**config.mk**
```make
export PLATFORM = sky130hd
export DESIGN_NAME = usr_shift_sequencer
export DESIGN_NICKNAME = d
export VERILOG_FILES = /design/src/rtl/usr_shift_sequencer.sv
export SDC_FILE = /design/constraint.sdc
export NUM_CORES = 1
export LEC_CHECK = 0
export ABC_AREA = 0
export CAP_MARGIN = 20
export CORE_MARGIN = 2
export CORE_UTILIZATION = 47
export DETAILED_ROUTE_END_ITERATION = 8
export PLACE_DENSITY = 0.89
export REMOVE_ABC_BUFFERS = 1
export SETUP_SLACK_MARGIN = 0.5
export SKIP_LAST_GASP = 1
export SYNTH_ARGS = -nofsm -noshare
export SYNTH_HDL_FRONTEND = slang
export SYNTH_SLANG_ARGS = --single-unit
```
**constraint.sdc**
```tcl
create_clock -name clk -period 3.6 [get_ports clk]
set_clock_uncertainty 0.15 [all_clocks]
set_input_delay 0.72 -clock clk [delete_from_list [all_inputs] [get_ports clk]]
set_output_delay 0.72 -clock clk [all_outputs]
set_load 0.02 [all_outputs]
```
**src/rtl/usr_shift_sequencer.sv**
```systemverilog
// Command-driven sequencer for a universal shift register: accepts CLEAR/LOAD/SHIFT commands
// over valid/ready, drives the register pins cycle by cycle, and reports the final contents.
module usr_shift_sequencer #(
    parameter int unsigned WIDTH = 4,
    parameter int unsigned CNT_W = 3
) (
    input  logic             clk,
    input  logic             clr_n,
    input  logic             cmd_valid,
    output logic             cmd_ready,
    input  logic [1:0]       cmd_op,
    input  logic [CNT_W-1:0] cmd_cnt,
    input  logic             cmd_rot,
    input  logic             cmd_fill,
    input  logic [WIDTH-1:0] cmd_data,
    input  logic [WIDTH-1:0] sr_q,
    output logic [1:0]       sr_se,
    output logic [WIDTH-1:0] sr_par,
    output logic             sr_left_in,
    output logic             sr_right_in,
    output logic             sr_clr,
    output logic             busy,
    output logic             done,
    output logic [WIDTH-1:0] result
);

    localparam logic [1:0] OpClear = 2'b00;
    localparam logic [1:0] OpShl   = 2'b01;
    localparam logic [1:0] OpShr   = 2'b10;
    localparam logic [1:0] OpLoad  = 2'b11;

    localparam logic [1:0] SeHold  = 2'b00;
    localparam logic [1:0] SeLeft  = 2'b01;
    localparam logic [1:0] SeRight = 2'b10;
    localparam logic [1:0] SeLoad  = 2'b11;

    typedef enum logic [1:0] {StInit, StIdle, StExec, StDone} state_e;

    state_e             state_q, state_d;
    logic [CNT_W-1:0]   cnt_q, cnt_d;
    logic [1:0]         op_q;
    logic               rot_q;
    logic               fill_q;
    logic [WIDTH-1:0]   data_q;
    logic               done_q;
    logic [WIDTH-1:0]   result_q;
    logic               cmd_hs;
    logic               cmd_is_shift;

    assign cmd_ready    = (state_q == StIdle);
    assign cmd_hs       = cmd_valid && cmd_ready;
    assign cmd_is_shift = (cmd_op == OpShl) || (cmd_op == OpShr);
    assign busy         = (state_q != StIdle);
    assign done         = done_q;
    assign result       = result_q;

    always_comb begin
        state_d     = state_q;
        cnt_d       = cnt_q;
        sr_se       = SeHold;
        sr_par      = '0;
        sr_left_in  = 1'b0;
        sr_right_in = 1'b0;
        sr_clr      = 1'b0;

        unique case (state_q)
            StInit: begin
                sr_clr  = 1'b1;
                state_d = StIdle;
            end
            StIdle: begin
                if (cmd_hs) begin
                    // A zero-length shift skips EXEC so the register is never touched
                    if (cmd_is_shift && (cmd_cnt == '0)) begin
                        state_d = StDone;
                    end else begin
                        state_d = StExec;
                        cnt_d   = cmd_is_shift ? cmd_cnt : CNT_W'(1);
                    end
                end
            end
            StExec: begin
                unique case (op_q)
                    OpClear: sr_clr = 1'b1;
                    OpLoad: begin
                        sr_se  = SeLoad;
                        sr_par = data_q;
                    end
                    OpShl: begin
                        sr_se       = SeLeft;
                        sr_right_in = rot_q ? sr_q[WIDTH-1] : fill_q;
                    end
                    OpShr: begin
                        sr_se      = SeRight;
                        sr_left_in = rot_q ? sr_q[0] : fill_q;
                    end
                    default: ;
                endcase
                cnt_d = cnt_q - CNT_W'(1);
                if (cnt_q == CNT_W'(1)) begin
                    state_d = StDone;
                end
            end
            StDone: state_d = StIdle;
            default: state_d = StInit;
        endcase
    end

    always_ff @(posedge clk or negedge clr_n) begin
        if (!clr_n) begin
            state_q  <= StInit;
            cnt_q    <= '0;
            op_q     <= '0;
            rot_q    <= 1'b0;
            fill_q   <= 1'b0;
            data_q   <= '0;
            done_q   <= 1'b0;
            result_q <= '0;
        end else begin
            state_q <= state_d;
            cnt_q   <= cnt_d;
            done_q  <= (state_q == StDone);
            if (state_q == StDone) begin
                result_q <= sr_q;
            end
            if (cmd_hs) begin
                op_q   <= cmd_op;
                rot_q  <= cmd_rot;
                fill_q <= cmd_fill;
                data_q <= cmd_data;
            end
        end
    end

endmodule

```
After elaboration in Yosys (flattened, before gate mapping) --
Index checks and enable logic that the tools add are counted.
Operators by class: add/sub/neg operators 1, $mul 0, div/mod/pow operators 0, $lt $le $gt $ge 0, equal/unequal tests 13, shift operators 0, mux-type cells 20, bitwise logic cells 0, reductions and logical operators 10
Operator list (number):
- 2-bit case mux with 3 select lines | 2
- 2-bit == test, second input constant | 5
- 3-bit 2-to-1 mux | 3
- 1-bit 2-to-1 mux | 8
- 4-bit 2-to-1 mux | 2
- 2-bit by 1-bit == test with 1-bit output, second input constant | 3
- 2-bit 2-to-1 mux | 3
- 3-bit case mux with 2 select lines | 1
- 2-bit zero test | 2
- 2-bit by 1-bit != test with 1-bit output, second input constant | 2
- 2-bit != test, second input constant | 2
- 3-bit by 1-bit == test with 1-bit output, second input constant | 1
- 3-bit zero test | 1
- 3-bit AND reduction | 1
- 3-bit by 1-bit subtractor with 3-bit output, second input constant | 1
- 1-bit logical AND | 2
- 1-bit case mux with 2 select lines | 1
- 2-bit AND reduction | 1
- 2-bit nonzero test | 1
- 2-bit OR reduction | 1
- 1-bit logical OR | 1
Storage, ports and cells: register bits after elaboration 18, latch bits 0, bits in writable memories 0, bits in read-only memories 0, input port bits 18, output and inout port bits 16, memories 0

Longest topological paths before layout --
depth after elaboration 6, gate-level depth with buffers 7, gate-level depth less buffers 6

Worst setup path after synthesis --
Ideal clock, no wire load.
kind register -> output, start register state_q[0], end output sr_right_in, arrival 1.738 ns, data required time 2.730 ns, slack 0.992 ns, stages on the path, launching flop included 6, path buffers 1, cell sequence dfrtp_1 -> inv_1 -> ha_1 -> clkbuf_1 -> and2_1 -> nor3b_1
Between the ends: word-level cells in the longest chain between the ends 2
Ends and longest elaborated chain:
- start: declaration | RTL line 39 | state_e state_q, state_d;
- start signal: assignment | RTL line 111 | state_q <= StInit;
- start signal: assignment | RTL line 120 | state_q <= state_d;
- 2-bit == test | RTL line 66 | unique case (state_q)
- 1-bit 2-to-1 mux | RTL line 66
- end: declaration | RTL line 20 | output logic sr_right_in,
No other way between the ends.

Final worst setup path --
start input sr_q[0], end output sr_left_in
Between the ends: word-level cells in the longest chain between the ends 3
Ends and longest elaborated chain:
- start: declaration | RTL line 16 | input logic [WIDTH-1:0] sr_q,
- 1-bit 2-to-1 mux | RTL line 95 | sr_left_in = rot_q ? sr_q[0] : fill_q;
- 1-bit 2-to-1 mux | RTL line 83 | unique case (op_q)
- 1-bit 2-to-1 mux | RTL line 66
- end: declaration | RTL line 19 | output logic sr_left_in,
No other way between the ends.

==> results_dict.tcl <==
set metrics [dict create \
    status "finished, final reports clean" \
    placed_cells 144 \
    dp_hpwl_mm 1.65 \
    post_drt_wl_per_cell_um 14.1 \
    drive_gt1_share_pct 17.4 \
    setup_violations 0 \
    p_int_w 0.000664 \
    cts_max_level 1 \
    final.setup.tns_ps 0 \
    power.share.clock_pct 11.6 \
    seqPwrFrac_pct 35.0 \
    yosysUniqueCellTypes 27 \
    clock-sinks 18 \
    syn_to_final_growth_pct 42.3 \
    grtUsageMet3_pct 3.64 \
    critPathCapture "sr_left_in" \
    placed_cell_area_mm2 0.00133 \
    cts_tree "done" \
    final_common_cell "clkdlybuf4s50_1" \
    drt_first_pass_iters 3 \
    die_h_um 49.5 \
    grt_antenna_before_repair 0 \
    timing.rr.end "cnt_q[2]$_DFFE_PN0P_" \
    avgSynthCellArea_um2 11.5 \
    vias_per_cell 4.99 \
    place_congestion 0.768 \
    ir_worst_vdd_mv 0.448 \
    yosys_register_bits 18 \
    synth_edf_count 0 \
    netSwitchingFraction_pct 38.0 \
    cts_hold_buf 0 \
    grt_pass1_wl_mm 3.47 \
    p_comb_share_pct 53.4 \
    grtUsageMet2_pct 31.8 \
    setup.worst_path.class "in -> out" \
    cap_viol_max_count 0 \
    synth_flop_cell "dfrtp_1" \
    die_w_um 49.5 \
    synth_warnings 0 \
    drc 0 \
    synthArstFlopShare_pct 100 \
    min_period_over_period_pct 83.0 \
    grt_start_max_net_pins 19 \
    grt_pass1_vias 752 \
    hold_class "reg -> reg" \
    end_kind "output pin" \
    clock_latency_ps 290 \
    port_buffers 33 \
    ff2ff_setup_slack_ps 1480 \
    start_util_pct 49.6 \
    synthesis.instances 85 \
    clk_pin_slew_worst_paths_ps 100 \
    rsz0062_at_grt "no" \
    ios 34 \
    utilization_pct 70.6 \
    stdcell_count 148 \
    antenna_cells 0 \
    yosysSeqAreaShare_pct 46.3 \
    r2r-start "state_q[1]$_DFFE_PN0P_" \
    finalCriticalPeriod_ps 2990 \
    rows 16 \
    grt_overflow 0 \
    cts_resized 1 \
    critPathRequiredTime_ps 2730 \
    post_cts_buffers 0 \
    cts-root-buf "clkbuf_4" \
    nets 147 \
    startpoint "sr_q[0]" \
    slew_viol_final 0 \
    p_per_area_mw_per_mm2 773 \
    finalWirelength_mm 2.08 \
    numCtsBuffers 3 \
    most-common-layout-cells "clkdlybuf4s50_1 (32), dfrtp_1 (18), mux2_2 (13), and2_1 (6), ha_1 (6)" \
    met1_usage_pct 24.3 \
    tightest_slew_ps 780 \
    vias 738 \
    stdcell_area_mm2 0.00139 \
    fp.coreArea_mm2 0.00196 \
    maxSlewHeadroom_pct 47.9 \
    fmaxAchievable_mhz 335 \
    reg2reg_depth 6 \
    finalHoldViolations 0 \
    cts_buffer_depth 2 \
    p_sw_w 0.000407 \
    busiest_layer "met2" \
    drt_iter0_drc 3 \
    crit_fanout 2 \
    leakage_nw 0.612 \
    power_w 0.00107 \
    netlist_area_um2 973 \
    grt_use_total_pct 18.7 \
    postRouteAntennaNets 0 \
    dieArea_mm2 0.00245 \
    critPathLaunchType "primary input" \
    cp.arrival_ps 2120 \
]
worst max-delay path, stage by stage:
cell             delay [ps]
clkdlybuf4s50_1         490
a21oi_1                  70
nor3b_1                 200
clkdlybuf4s50_1         630
kinds of logic (layout without fill, tap and decap cells):
logic type / after synthesis / after routing / synth area share [%]
adders and majority gates: 7 / 7 / 9.00
buffers and inverters: 6 / 42 / 2.31
muxes: 15 / 15 / 17.2
AOI/OAI and AO/OA: 13 / 13 / 8.87
DFF: 18 / 18 / 46.3
xor gates and xnor gates: 2 / 2 / 1.80
and+or+nand+nor: 24 / 24 / 14.5
cell type report:
class,instances,area (um^2)
Multi-Input combinational cell,61,513
Fill cell,156,577
Sequential cell,18,450
Inverter,5,18.8
Timing Repair Buffer,33,333
Clock buffer,4,36.3
Tap cell,27,33.8
through the flow:
stage | hold WS (ps) | setup slack, ps
finish | 360 | 613
global placement | 327 | 666
global route | 384 | 560
CTS | 366 | 593
detailed placement | 341 | 630
floorplan | 274 | 1100
state kept, by name, summed over array words and instances (netlist names):
| signal | cells |
|---|---|
| cnt_q | 3 |
| data_q | 4 |
| rot_q | 1 |
| op_q | 2 |
| done | 1 |
| state_q | 2 |
| fill_q | 1 |
| result | 4 |
power by group through the flow:
stage	sequential, W	combinational, W	clock, W
6_report	0.000375	0.000572	0.000124
5_1_grt	0.000389	0.000624	0.000141
4_1_cts	0.000373	0.000571	0.000127
2_1_floorplan	0.000395	0.000332	0
3_3_place_gp	0.000368	0.000543	0
3_5_place_dp	0.000377	0.000565	0
worst min path at each step:
stage | slack, ps | to | start | depth (start not counted)
after floorplan | 270 | cnt_q[0]$_DFFE_PN0P_ | clr_n | 0
after global placement | 330 | data_q[3]$_DFFE_PN0P_ | data_q[3]$_DFFE_PN0P_ | 1
after detailed placement | 340 | data_q[0]$_DFFE_PN0P_ | data_q[0]$_DFFE_PN0P_ | 1
after CTS | 370 | data_q[0]$_DFFE_PN0P_ | data_q[0]$_DFFE_PN0P_ | 1
after global routing | 380 | fill_q$_DFFE_PN0P_ | fill_q$_DFFE_PN0P_ | 1
final | 360 | data_q[0]$_DFFE_PN0P_ | data_q[0]$_DFFE_PN0P_ | 1
metal layers:
layer,vias up,part of all wire (%)
met3,2,4.9
met1,339,44
met5,-,0
met2,27,51
li1,370,-
met4,0,0.48
synthesized netlist by cell type, drive strengths merged (2+ instances only):
master	instances	share of area [%]
dfrtp	18	46
mux2	14	16
ha	7	9.0
and2	6	3.9
nand2	6	3.1
inv	5	1.9
a21oi	4	2.1
nand2b	3	1.9
o21ai	3	1.5
a31oi	2	1.9
nor2	2	0.77
nor3b	2	1.5
xor2	2	1.8
Power figures use the tool's default switching activity.
